[config.mk]
export PLATFORM = sky130hd
export DESIGN_NAME = spike_rate_decoder
export DESIGN_NICKNAME = d
export VERILOG_FILES = /design/src/rtl/spike_rate_decoder.sv
export SDC_FILE = /design/constraint.sdc
export NUM_CORES = 1
export LEC_CHECK = 0
export ABC_AREA = 1
export CAP_MARGIN = 20
export CORE_MARGIN = 5
export CORE_UTILIZATION = 35
export DETAILED_ROUTE_END_ITERATION = 7
export GPL_ROUTABILITY_DRIVEN = 0
export MAX_ROUTING_LAYER = met4
export PLACE_DENSITY = 0.63
export SYNTH_ARGS = -nofsm -noshare
export SYNTH_HDL_FRONTEND = slang
export SYNTH_SLANG_ARGS = --single-unit
export TNS_END_PERCENT = 5
[constraint.sdc]
create_clock -name clk_i -period 5.3 [get_ports clk_i]
set_clock_uncertainty 0.05 [all_clocks]
set_input_delay 0.53 -clock clk_i [delete_from_list [all_inputs] [get_ports clk_i]]
set_output_delay 0.53 -clock clk_i [all_outputs]
set_load 0.02 [all_outputs]
[src/rtl/spike_rate_decoder.sv]
// spike_rate_decoder
//   Decodes a binary spike train back into numbers. Two independent
//   measurements are produced:
//     - a windowed spike-rate count over a programmable number of cycles,
//       reported once per window by a small IDLE/ACCUM/REPORT FSM;
//     - an inter-spike-interval (ISI) measurement that runs continuously.
//
// Ports
//   clk_i        : clock, rising edge
//   rst_ni       : asynchronous active-low reset
//   en_i         : run enable; windows start and continue only while high
//   spike_i      : spike train, sampled on every rising edge
//   window_i     : window length in cycles (0 means 2^WIDTH), latched at
//                  window start only
//   rate_o       : spike count of the last completed window
//   rate_valid_o : one-cycle pulse when rate_o has just been updated
//   sat_o        : spike count saturated in the window reported on rate_o
//   isi_o        : cycles between the last two spikes (saturating)
//   isi_valid_o  : one-cycle pulse when isi_o has just been updated
//   busy_o       : rate FSM is not idle
module spike_rate_decoder #(
  parameter int unsigned WIDTH = 8
) (
  input  logic             clk_i,
  input  logic             rst_ni,
  input  logic             en_i,
  input  logic             spike_i,
  input  logic [WIDTH-1:0] window_i,
  output logic [WIDTH-1:0] rate_o,
  output logic             rate_valid_o,
  output logic             sat_o,
  output logic [WIDTH-1:0] isi_o,
  output logic             isi_valid_o,
  output logic             busy_o
);

  localparam logic [WIDTH-1:0] CNT_MAX  = '1;
  localparam logic [WIDTH-1:0] CNT_ONE  = WIDTH'(1);
  localparam logic [WIDTH:0]   WIN_ONE  = (WIDTH+1)'(1);
  localparam logic [WIDTH:0]   WIN_FULL = {1'b1, {WIDTH{1'b0}}};

  typedef enum logic [1:0] {
    IDLE,
    ACCUM,
    REPORT
  } state_t;

  state_t state;
  state_t state_next;

  // Window length and window counter are one bit wider than WIDTH so a
  // window of exactly 2^WIDTH cycles can be represented and reached.
  logic [WIDTH:0]   win_len;
  logic [WIDTH:0]   win_len_next;
  logic [WIDTH:0]   win_cnt;
  logic [WIDTH:0]   win_cnt_next;
  logic [WIDTH:0]   win_cnt_inc;

  logic [WIDTH-1:0] spk_cnt;
  logic [WIDTH-1:0] spk_cnt_next;
  logic [WIDTH-1:0] spk_cnt_acc;
  logic             sat_flag;
  logic             sat_flag_next;
  logic             sat_flag_acc;

  logic [WIDTH-1:0] rate_next;
  logic             sat_next;
  logic             rate_valid_next;

  // ISI tracker state
  logic [WIDTH-1:0] gap;
  logic             seen;

  // ---------------------------------------------------------------------
  // Rate FSM: state register
  // ---------------------------------------------------------------------
  always_ff @(posedge clk_i or negedge rst_ni) begin
    if (!rst_ni) begin
      state <= IDLE;
    end else begin
      state <= state_next;
    end
  end

  // ---------------------------------------------------------------------
  // Rate FSM: next state and datapath
  // ---------------------------------------------------------------------
  always_comb begin
    state_next      = state;
    win_len_next    = win_len;
    win_cnt_next    = win_cnt;
    spk_cnt_next    = spk_cnt;
    sat_flag_next   = sat_flag;
    rate_next       = rate_o;
    sat_next        = sat_o;
    rate_valid_next = 1'b0;

    win_cnt_inc  = win_cnt + WIN_ONE;

    // Count including this edge's spike; a spike arriving at the ceiling
    // is recorded as saturation instead of wrapping the counter.
    spk_cnt_acc  = spk_cnt;
    sat_flag_acc = sat_flag;
    if (spike_i) begin
      if (spk_cnt == CNT_MAX) begin
        sat_flag_acc = 1'b1;
      end else begin
        spk_cnt_acc = spk_cnt + CNT_ONE;
      end
    end

    case (state)
      // IDLE and REPORT leave identically: start a new window if enabled,
      // otherwise rest in IDLE. REPORT's spike is never accumulated.
      IDLE, REPORT: begin
        win_cnt_next  = '0;
        spk_cnt_next  = '0;
        sat_flag_next = 1'b0;
        if (en_i) begin
          win_len_next = (window_i == '0) ? WIN_FULL : {1'b0, window_i};
          state_next   = ACCUM;
        end else begin
          state_next   = IDLE;
        end
      end

      ACCUM: begin
        if (!en_i) begin
          // Abort: discard the window, keep the previous report.
          state_next    = IDLE;
          win_cnt_next  = '0;
          spk_cnt_next  = '0;
          sat_flag_next = 1'b0;
        end else if (win_cnt_inc == win_len) begin
          rate_next       = spk_cnt_acc;
          sat_next        = sat_flag_acc;
          rate_valid_next = 1'b1;
          state_next      = REPORT;
          win_cnt_next    = '0;
          spk_cnt_next    = '0;
          sat_flag_next   = 1'b0;
        end else begin
          win_cnt_next  = win_cnt_inc;
          spk_cnt_next  = spk_cnt_acc;
          sat_flag_next = sat_flag_acc;
        end
      end

      default: begin
        state_next = IDLE;
      end
    endcase
  end

  always_ff @(posedge clk_i or negedge rst_ni) begin
    if (!rst_ni) begin
      win_len      <= '0;
      win_cnt      <= '0;
      spk_cnt      <= '0;
      sat_flag     <= 1'b0;
      rate_o       <= '0;
      sat_o        <= 1'b0;
      rate_valid_o <= 1'b0;
    end else begin
      win_len      <= win_len_next;
      win_cnt      <= win_cnt_next;
      spk_cnt      <= spk_cnt_next;
      sat_flag     <= sat_flag_next;
      rate_o       <= rate_next;
      sat_o        <= sat_next;
      rate_valid_o <= rate_valid_next;
    end
  end

  assign busy_o = (state != IDLE);

  // ---------------------------------------------------------------------
  // ISI tracker: independent of the FSM and of en_i.
  // gap counts cycles since the last spike, starting at 1 on the edge
  // after the spike, so back-to-back spikes report an interval of 1.
  // ---------------------------------------------------------------------
  always_ff @(posedge clk_i or negedge rst_ni) begin
    if (!rst_ni) begin
      gap         <= '0;
      seen        <= 1'b0;
      isi_o       <= '0;
      isi_valid_o <= 1'b0;
    end else begin
      if (spike_i) begin
        gap  <= CNT_ONE;
        seen <= 1'b1;
        if (seen) begin
          isi_o       <= gap;
          isi_valid_o <= 1'b1;
        end else begin
          isi_valid_o <= 1'b0;
        end
      end else begin
        isi_valid_o <= 1'b0;
        if (gap != CNT_MAX) begin
          gap <= gap + CNT_ONE;
        end
      end
    end
  end

endmodule

# [After elaboration in Yosys (flattened, before gate mapping)]
# Cells that the tools add are included.
[op_classes] n_addsub=3 eq_ne=6 muxes=25 reduce_logical=9
[op_table] cell="$mux 8" n=6
[op_table] cell="$mux 9" n=3
[op_table] cell="$pmux 9 s2" n=1
[op_table] cell="$add 8x1->8 const B" n=2
[op_table] cell="$pmux 8 s2" n=1
[op_table] cell="$mux 1" n=10
[op_table] cell="$add 9x1->9 const B" n=1
[op_table] cell="$eq 9x9->1" n=1
[op_table] cell="$eq 8x8->1 const B" n=1
[op_table] cell="$logic_not 8->1" n=1
[op_table] cell="$ne 8x8->1 const B" n=1
[op_table] cell="$reduce_bool 2->1" n=3
[op_table] cell="$mux 2" n=2
[op_table] cell="$pmux 2 s2" n=1
[op_table] cell="$reduce_and 2->1" n=2
[op_table] cell="$ne 3x3->1 const B" n=1
[op_table] cell="$reduce_and 3->1" n=1
[op_table] cell="$eq 2x1->1 const B" n=1
[op_table] cell="$eq 2x2->1 const B" n=1
[op_table] cell="$logic_not 2->1" n=1
[op_table] cell="$pmux 1 s2" n=1
[op_table] cell="$reduce_or 2->1" n=1
[totals] regBits=57 input_bits=12 out_inout_bits=20 wordCells=55

# [Depth between registers and ports, before layout]
# Gate-level depths: netlist of the first run.
[logic_depth] depth_word=6 ltp_mapped=13 mapped_depth_nobuf=12

# [Least setup slack after synthesis of the first run]
# No wires, ideal clock.
[synth_timing] path_kind="reg-to-reg" startpoint="register win_cnt[0]" endpoint="register state[0]" t_arrival_ns=1.667 t_required_ns=5.131 path_slack_ns=3.464 stages_incl_launch_ff=13 n_path_buf=1 cell_sequence="dfrtp_1 -> ha_1 -> nand2_1 -> inv_1 -> nand2_1 -> nand2_1 -> nand2_1 -> nand3_1 -> nor2_4 -> nand3_4 -> buf_6 -> nand2_1 -> nand2_1"
[synth_between] elab_chain_len=3
[synth_lines] element="start, declared" line="55" text="logic [WIDTH:0] win_cnt;"
[synth_lines] element="start signal, assigned" line="166" text="win_cnt <= win_cnt_next;"
[synth_lines] element="$add 9x1->9" line="98" text="win_cnt_inc = win_cnt + WIN_ONE;"
[synth_lines] element="$eq 9x9->1" line="134" text="end else if (win_cnt_inc == win_len) begin"
[synth_lines] element="$ne 3x3->1 (no line)"
[synth_lines] element="end signal, assigned" line="81" text="state <= state_next;"
[synth_lines] element="end, declared" line="48" text="state_t state;"
# No other way between the ends.
# A chain may end at the register's enable or synchronous reset.

# [Final worst setup path of the first run]
[layout_timing] startpoint="register win_cnt[0]" endpoint="register rate_o[6]"
[layout_between] elab_chain_len=3
[layout_lines] element="$add 9x1->9" line="98"
[layout_lines] element="$eq 9x9->1" line="134"
[layout_lines] element="$reduce_and 3->1 (no line)"
[layout_lines] element="end signal, assigned" line="169" text="rate_o <= rate_next;"
[layout_lines] element="end, declared" line="29" text="output logic [WIDTH-1:0] rate_o,"
# No other way between the ends.

==> impl_metrics.env, run 1 <==
export IMPL_grt_max_degree=58
export IMPL_dp_hpwl_um=4680
export IMPL_ir_drop_mv=0.145
export IMPL_layout_commonest_cell="nand2_1"
export IMPL_coreArea_um2=8680
export IMPL_firstDrtPassIters=4
export IMPL_fin_tns_setup_ps=0
export IMPL_crit_required_ps=5480
export IMPL_final_cell_mix="nand2_1, dfrtp_1, inv_1"
export IMPL_dieArea_um2=10900
export IMPL_post_cts_resized=0
export IMPL_ctsHoldBuffers=0
export IMPL_r2r_slack_ps=2920
export IMPL_clk_pin_slew_worst_paths_ps=70
export IMPL_io_buffers=31
export IMPL_worst_slew_pin_slew_ps=921
export IMPL_clkSinkCount=57
export IMPL_routed_via_density=4.90
export IMPL_critPathMaxFanout=11
export IMPL_pwr_density_cell_nw_per_um2=316
export IMPL_syn_nets=434
export IMPL_cp_top_family="simple AND/OR/NAND/NOR gates"
export IMPL_crit_path_start_kind="flop"
export IMPL_antenna_found_initial=0
export IMPL_crit_type="flop to flop"
export IMPL_cap_violations=0
export IMPL_yosys_warnings=0
export IMPL_num_io_pins=32
export IMPL_fmax_mhz=420
export IMPL_critPathBufInv=1
export IMPL_report_final_slew_viol_count=0
export IMPL_vias=2767
export IMPL_clk_latency_ps=340
export IMPL_grt_remaining_overflow=0
export IMPL_route_detailed_drc=0
export IMPL_worstPathArrival_ps=2560
export IMPL_total_power_w=0.00119
export IMPL_fin_crit_ps=2380
export IMPL_hp_class="input pin to async pin"
export IMPL_cts_tree="built"
export IMPL_r2r_cells=11
export IMPL_initial_utilization_pct=35.9
export IMPL_ys_ff_latch=57
export IMPL_grt_setup_unrepaired="false"
export IMPL_r2r_start="win_cnt[0]"
export IMPL_grt_pass1_vias=2640
export IMPL_critPathMostFrequentCell="nand2_1"
export IMPL_wl_per_cell_um=12.0
export IMPL_cp_cell_sequence="ha_1 -> nand2_1 -> inv_1 -> nand2_1 -> nand2_1 -> nand2_1 -> nand3_1 -> nor2_4 -> nand4_1 -> nand2_1 -> nand2_1"
export IMPL_finalCritPeriodShare_pct=44.9
export IMPL_areaGrowthSynthToFinish_pct=21.3
export IMPL_drive_gt1_share_pct=9.41
export IMPL_yosysSeqAreaShare_pct=45.8
export IMPL_cp_slowest_cell="dfrtp_1"
export IMPL_synth_area_um2=3110
export IMPL_die_h_um=104
export IMPL_synthDistinctLibCells=31
export IMPL_cts_root_buf="clkbuf_8"
export IMPL_setup_viol=0
export IMPL_routed_wl_um=6800
export IMPL_grt_use_total_pct=13.7
export IMPL_syn_avg_cell_area_um2=7.43
export IMPL_finalNetCount=467
export IMPL_num_antenna_cells=0
export IMPL_tritoncts_num_buffers=9
export IMPL_rr_endpoint="rate_o[6]"
export IMPL_antenna_left=0
export IMPL_synth_cells=419
export IMPL_status="completed"
export IMPL_placementRows=34
export IMPL_slowest_delay_ps=470
export IMPL_num_fill_cells=886
export IMPL_slew_headroom_pct=38.2
export IMPL_post_cts_buffers=0
export IMPL_drt_iter0_drc=127
export IMPL_leakagePower_nw=1.90
export IMPL_die_x_um=104
export IMPL_grt_pass1_wl_um=12100
export IMPL_hold_violations=0
export IMPL_cts_buffer_depth=2
export IMPL_cts_max_level=3
export IMPL_end_kind="flop"
## how the worst max path moves through the flow
| stage | startpoint | end | slack (ps) | depth (start not counted) |
|---|---|---|---|---|
| after global placement | en_i | rate_o[6] | 2800 | 7 |
| after floorplan | win_cnt[0] | state[0] | 3460 | 12 |
| after global routing | win_cnt[0] | rate_o[5] | 2640 | 12 |
| after detailed placement | spike_i | spk_cnt[7] | 2780 | 8 |
| final | win_cnt[0] | rate_o[6] | 2920 | 11 |
| after CTS | win_cnt[0] | rate_o[6] | 2820 | 11 |
## worst register-to-register path, stage by stage, from the launching register on
cell     delay, ps
dfrtp_1        470
ha_1           280
nand2_1        140
inv_1           80
nand2_1         90
nand2_1         80
nand2_1        100
nand3_1        140
nor2_4         140
nand4_1        430
nand2_1        200
nand2_1         60
## layer usage
| metal | global-route usage, % | wire [um] | share of wire [%] | up-vias |
|---|---|---|---|---|
| met2 | 22.4 | 3240 | 48 | 63 |
| li1 | - | - | - | 1407 |
| met1 | 16.3 | 3160 | 46 | 1285 |
| met4 | 5.83 | 123 | 1.8 | 0 |
| met3 | 3.04 | 277 | 4.1 | 12 |
| met5 | - | 0 | 0 | - |
## cell families (layout without fill, tap and decap cells)
group,count (synthesis),after routing,synth area share (%)
AND/OR/NAND/NOR,262,262,38.2
adder cells (fa/ha/maj),3,3,1.21
flip-flops,57,57,45.8
buffers and inverters,54,92,6.91
AO/OA/AOI/OAI,38,38,6.47
XOR/XNOR,5,5,1.41
## stage by stage
| step | setup WS [ps] | util (%) | cell area (um^2) | hold WS [ps] | cells |
|---|---|---|---|---|---|
| floorplan | 3460 | - | 3110 | 184 | 419 |
| global route | 2640 | 43.5 | 3780 | 368 | 565 |
| global placement | 2800 | 40.5 | 3520 | 402 | 549 |
| detailed placement | 2780 | 40.5 | 3520 | 414 | 549 |
| CTS | 2820 | 43.5 | 3780 | 318 | 565 |
| finish | 2920 | 43.5 | 3780 | 290 | 565 |
## synth_stat cells, drive strengths merged
| library cell | instances | area [um^2] |
|---|---|---|
| o21ai | 25 | 125 |
| clkbuf | 7 | 26.3 |
| nor3 | 4 | 20.0 |
| nand3b | 4 | 30.0 |
| xor2 | 3 | 26.3 |
| ha | 3 | 37.5 |
| a21oi | 9 | 45.0 |
| dfrtp | 57 | 1430 |
| nand4 | 13 | 81.3 |
| nor2 | 35 | 154 |
| a31oi | 2 | 12.5 |
| and2 | 1 | 8.76 |
| or2 | 3 | 18.8 |
| o21a | 1 | 7.51 |
| nand2 | 160 | 603 |
| clkinv | 2 | 7.51 |
| nand3 | 41 | 268 |
| o21bai | 1 | 11.3 |
| buf | 4 | 27.5 |
| xnor2 | 2 | 17.5 |
| nor4 | 1 | 6.26 |
| inv | 41 | 154 |
## where the power goes
part / total, W / internal (W) / switching [W]
combinational: 0.000170 / 0.0000643 / 0.000105
sequential: 0.000487 / 0.000464 / 0.0000232
clock: 0.000535 / 0.000358 / 0.000176
total: 0.00119 / 0.000887 / 0.000305
## area by class of cell
class                   instances  area, um^2  share of cell area (%)
clock buffers                  10         128                    3.38
clock inverters                 6         130                    3.45
inverters                      43         161                    4.27
multi-input cells             308        1480                    39.1
flip-flops and latches         57        1430                    37.8
well taps                     108         135                    3.58
repair buffers                 33         320                    8.48
## sequential cells by signal, indices dropped and copies added (netlist names)
register      flops
gap               8
rate_valid_o      1
spk_cnt           8
sat_flag          1
seen              1
win_len           9
win_cnt           9
sat_o             1
rate_o            8
state             2
isi_o             8
isi_valid_o       1
No activity file was read; power rests on OpenSTA's default activity.
==> run 2, diff against run 1 <==
- clock period: 5.3 -> 2.37 ns (I/O delays scaled with it)
==> impl_metrics.env, run 2 (synthesis results as in run 1) <==
export IMPL_placementRows=34
export IMPL_slowest_delay_ps=460
export IMPL_hold_violations=0
export IMPL_grt_pass1_vias=2739
export IMPL_critPathMostFrequentCell="nand2_1"
export IMPL_cap_violations=0
export IMPL_grt_use_total_pct=13.8
export IMPL_place_inst=553
export IMPL_rr_endpoint="win_cnt[1]"
export IMPL_power_switching_w=0.000683
export IMPL_layout_commonest_cell="nand2_1"
export IMPL_fin_crit_ps=2140
export IMPL_final_setup_worst_slack_ps=231
export IMPL_clockPowerShare_pct=34.2
export IMPL_finalCritPeriodShare_pct=90.2
export IMPL_cts_buffer_depth=2
export IMPL_num_fill_cells=899
export IMPL_clk_latency_ps=330
export IMPL_final_cell_mix="nand2_1, dfrtp_1, inv_1"
export IMPL_r2r_slack_ps=230
export IMPL_wl_per_cell_um=11.8
export IMPL_areaGrowthSynthToFinish_pct=19.7
export IMPL_drt_iter0_drc=103
export IMPL_reg_largest_list="win_cnt x9, win_len x9"
export IMPL_drive_gt1_share_pct=10.4
export IMPL_cts_tree="built"
export IMPL_critPathMaxFanout=19
export IMPL_initial_utilization_pct=35.9
export IMPL_report_final_slew_viol_count=0
export IMPL_fmax_mhz=468
export IMPL_end_kind="flop"
export IMPL_status="completed"
export IMPL_post_route_util_pct=43.0
export IMPL_p_int_w=0.00156
export IMPL_r2r_start="win_cnt[0]"
export IMPL_pwr_density_cell_nw_per_um2=601
export IMPL_grt_pass1_wl_um=12200
export IMPL_total_power_w=0.00224
export IMPL_num_antenna_cells=0
export IMPL_die_x_um=104
export IMPL_hp_class="input pin to async pin"
export IMPL_firstDrtPassIters=4
export IMPL_worstPathArrival_ps=2310
export IMPL_clk_pin_slew_worst_paths_ps=60
export IMPL_antenna_left=0
export IMPL_grt_setup_unrepaired="false"
export IMPL_crit_required_ps=2540
export IMPL_vias=2773
export IMPL_coreArea_um2=8680
export IMPL_fin_tns_setup_ps=0
export IMPL_dpl_worst_slack_ps=119
export IMPL_num_io_pins=32
export IMPL_routed_via_density=4.86
export IMPL_grt_remaining_overflow=0
export IMPL_dp_hpwl_um=4890
export IMPL_crit_path_start_kind="flop"
export IMPL_ir_drop_mv=0.286
export IMPL_clkSinkCount=57
export IMPL_crit_type="flop to flop"
export IMPL_finalNonFillerCells=571
export IMPL_worst_slew_pin_slew_ps=604
export IMPL_cp_cell_sequence="ha_1 -> nand2_1 -> inv_1 -> nand2_1 -> nand2_1 -> nand2_1 -> nand3_1 -> nor2_2 -> nand3_4 -> nand3_1 -> nand2_1"
export IMPL_seqCellArea_um2=1430
export IMPL_cts_max_level=3
export IMPL_antenna_found_initial=0
export IMPL_routed_wl_um=6730
export IMPL_slew_headroom_pct=59.7
export IMPL_die_h_um=104
export IMPL_setup_viol=0
export IMPL_finalNetCount=473
export IMPL_leakagePower_nw=1.88
export IMPL_p_comb_share_pct=17.2
export IMPL_cts_root_buf="clkbuf_8"
export IMPL_route_detailed_drc=0
export IMPL_grt_max_degree=35
export IMPL_dieArea_um2=10900
export IMPL_multiInputGateArea_um2=1480
export IMPL_tritoncts_num_buffers=9
export IMPL_p_sw_share_pct=30.5
export IMPL_r2r_cells=11
export IMPL_power_frac_seq_pct=48.7
export IMPL_cp_slowest_cell="dfrtp_1"
export IMPL_io_buffers=31
-- run 2: cell types whose count changed in the layout (fill, tap and decap cells not counted), sizes merged --
cell	before	now
clkinvlp	0	2
dlygate4sd3	0	1
bufinv	4	0
clkinv	4	6
buf	3	8
-- run 2: power groups by stage --
stage	Combinational (W)	Clock, W	Sequential [W]
2_1_floorplan	0.000228	0	0.00112
3_3_place_gp	0.000380	0	0.00111
3_5_place_dp	0.000387	0	0.00111
4_1_cts	0.000389	0.000802	0.00109
5_1_grt	0.000442	0.000855	0.00110
6_report	0.000385	0.000766	0.00109
-- run 2: worst max-delay path by stage --
stage | startpoint | endpoint | slack (ps) | depth (start not counted)
5_1_grt | win_cnt[0] | win_cnt[1] | 40 | 10
3_3_place_gp | win_cnt[0] | rate_o[4] | 230 | 11
2_1_floorplan | win_cnt[0] | state[0] | 530 | 12
3_5_place_dp | win_cnt[0] | rate_o[7] | 120 | 11
6_report | win_cnt[0] | win_cnt[1] | 230 | 11
4_1_cts | win_cnt[0] | rate_o[7] | 100 | 11
-- run 2: worst max-delay path: cells and delay by family, from the launching register on --
kind                     cells  cell delay [ps]
flip-flops                   1              460
adder cells (fa/ha/maj)      1              270
buffers and inverters        1               70
AND/OR/NAND/NOR              9             1180
-- run 2: cell type report --
type                            count  share of cell area, %
Clock buffer                       10                   3.42
Clock inverter                      6                  0.940
Inverter                           43                   4.33
Multi-Input combinational cell    308                   39.6
Sequential cell                    57                   38.3
Tap cell                          108                   3.62
Timing Repair Buffer               39                   9.87
-- run 2: what timing repair did --
action                                  in CTS  in global routing
endpoints found under the setup margin       0                  9
setup buffers                                0                  1
resized for setup                            0                  0
hold buffers                                 1                  0
hold endpoints to repair                    25                  0
-- run 2: per-layer routing --
metal,part of all wire (%),GRT usage [%]
met3,4.2,4.41
met5,0,-
met4,1.5,4.35
met2,47,21.6
met1,47,16.8
-- run 2: metrics by stage --
step                      hold slack [ps]  instance area (um^2)
after CTS                             397                  3720
after floorplan                      -109                  3110
after global routing                  412                  3730
after global placement                235                  3550
final                                 392                  3730
after detailed placement              239                  3550
==> run 3, diff against run 2 <==
- CTS_BUF_LIST: default -> sky130_fd_sc_hd__clkbuf_4 sky130_fd_sc_hd__clkbuf_8
==> impl_metrics.env, run 3 (synthesis results as in run 1) <==
export IMPL_end_kind="flop"
export IMPL_post_cts_resized=0
export IMPL_wl_per_cell_um=11.8
export IMPL_final_cell_mix="nand2_1, dfrtp_1, inv_1"
export IMPL_critPathMaxFanout=19
export IMPL_fin_tns_setup_ps=0
export IMPL_crit_type="flop to flop"
export IMPL_report_final_slew_viol_count=0
export IMPL_hold_violations=0
export IMPL_firstDrtPassIters=4
export IMPL_areaGrowthSynthToFinish_pct=19.8
export IMPL_crit_required_ps=2540
export IMPL_crit_path_start_kind="flop"
export IMPL_initial_utilization_pct=35.9
export IMPL_pwr_density_cell_nw_per_um2=604
export IMPL_fin_crit_ps=2140
export IMPL_cap_violations=0
export IMPL_reg_largest_list="win_cnt x9, win_len x9"
export IMPL_coreArea_um2=8680
export IMPL_layout_commonest_cell="nand2_1"
export IMPL_slew_headroom_pct=59.7
export IMPL_clkSinkCount=57
export IMPL_finalCritPeriodShare_pct=90.2
export IMPL_status="completed"
export IMPL_cts_max_level=3
export IMPL_die_h_um=104
export IMPL_finalNetCount=473
export IMPL_num_io_pins=32
export IMPL_post_route_util_pct=43.0
export IMPL_drive_gt1_share_pct=10.6
export IMPL_ir_drop_mv=0.286
export IMPL_die_x_um=104
export IMPL_tritoncts_num_buffers=9
export IMPL_cts_root_buf="clkbuf_8"
export IMPL_cts_buffer_depth=2
export IMPL_clk_latency_ps=340
export IMPL_drt_iter0_drc=102
export IMPL_vias=2788
export IMPL_grt_max_degree=35
export IMPL_clk_pin_slew_worst_paths_ps=70
export IMPL_worstPathArrival_ps=2310
export IMPL_grt_remaining_overflow=0
export IMPL_leakagePower_nw=1.89
export IMPL_fmax_mhz=468
export IMPL_hp_class="input pin to async pin"
export IMPL_antenna_left=0
export IMPL_dieArea_um2=10900
export IMPL_worst_slew_pin_slew_ps=605
export IMPL_grt_use_total_pct=13.7
export IMPL_dp_hpwl_um=4890
export IMPL_routed_wl_um=6740
export IMPL_grt_pass1_wl_um=12200
export IMPL_antenna_found_initial=0
export IMPL_routed_via_density=4.88
export IMPL_cts_tree="built"
export IMPL_placementRows=34
export IMPL_io_buffers=31
export IMPL_grt_pass1_vias=2725
export IMPL_route_detailed_drc=0
export IMPL_setup_viol=0
export IMPL_grt_setup_unrepaired="false"
export IMPL_num_antenna_cells=0
[run 3: layer usage]
metal	GRT usage, %	wire length (um)	vias to the layer above
met5	-	0	-
met3	4.41	288	13
li1	-	-	1412
met1	16.9	3180	1302
met4	4.35	108	0
met2	21.4	3170	61
[run 3: worst max-delay path, stage by stage (launching register included)]
cell	delay, ps
dfrtp_1	460
ha_1	270
nand2_1	140
inv_1	70
nand2_1	100
nand2_1	80
nand2_1	90
nand3_1	100
nor2_2	160
nand3_4	270
nand3_1	180
nand2_1	60
[run 3: cell type report]
class                      instances  area (um^2)
fill                             900         4950
multi-input combinational        308         1480
sequential                        57         1430
timing repair buffer              39          368
inverter                          43          161
tap                              108          135
clock buffer                      10          131
clock inverter                     6         35.0
[run 3: power by group]
part | internal, W | switching [W]
clock network | 0.000382 | 0.000397
logic | 0.000150 | 0.000236
registers | 0.00104 | 0.0000530
[run 3: path summary, 6_finish.rpt]
path,startpoint,to,slack (ps),cells after the start
max in group asynchronous,rst_ni,win_cnt[8],1220,3
hold / removal,rst_ni,gap[6],390,2
min in group clk_i,window_i[4],win_len[4],410,3
hold reg to reg,sat_o,sat_o,430,2
setup / recovery,win_cnt[0],spk_cnt[1],230,11
setup reg to reg,win_cnt[0],spk_cnt[1],230,11
[run 3: what timing repair did]
action,CTS,global route
endpoints found under the hold margin,25,0
setup buffers,0,1
hold buffers,1,0
setup endpoints to repair,0,9
[run 3: stage by stage]
step	cell area, um^2	hold WS [ps]	power, W	std cells	setup slack, ps
2_1_floorplan	3110	-109	0.00135	419	534
3_3_place_gp	3550	235	0.00149	553	233
3_5_place_dp	3550	239	0.00150	553	119
4_1_cts	3720	396	0.00229	570	100
5_1_grt	3730	412	0.00241	571	35.1
6_report	3730	391	0.00226	571	232
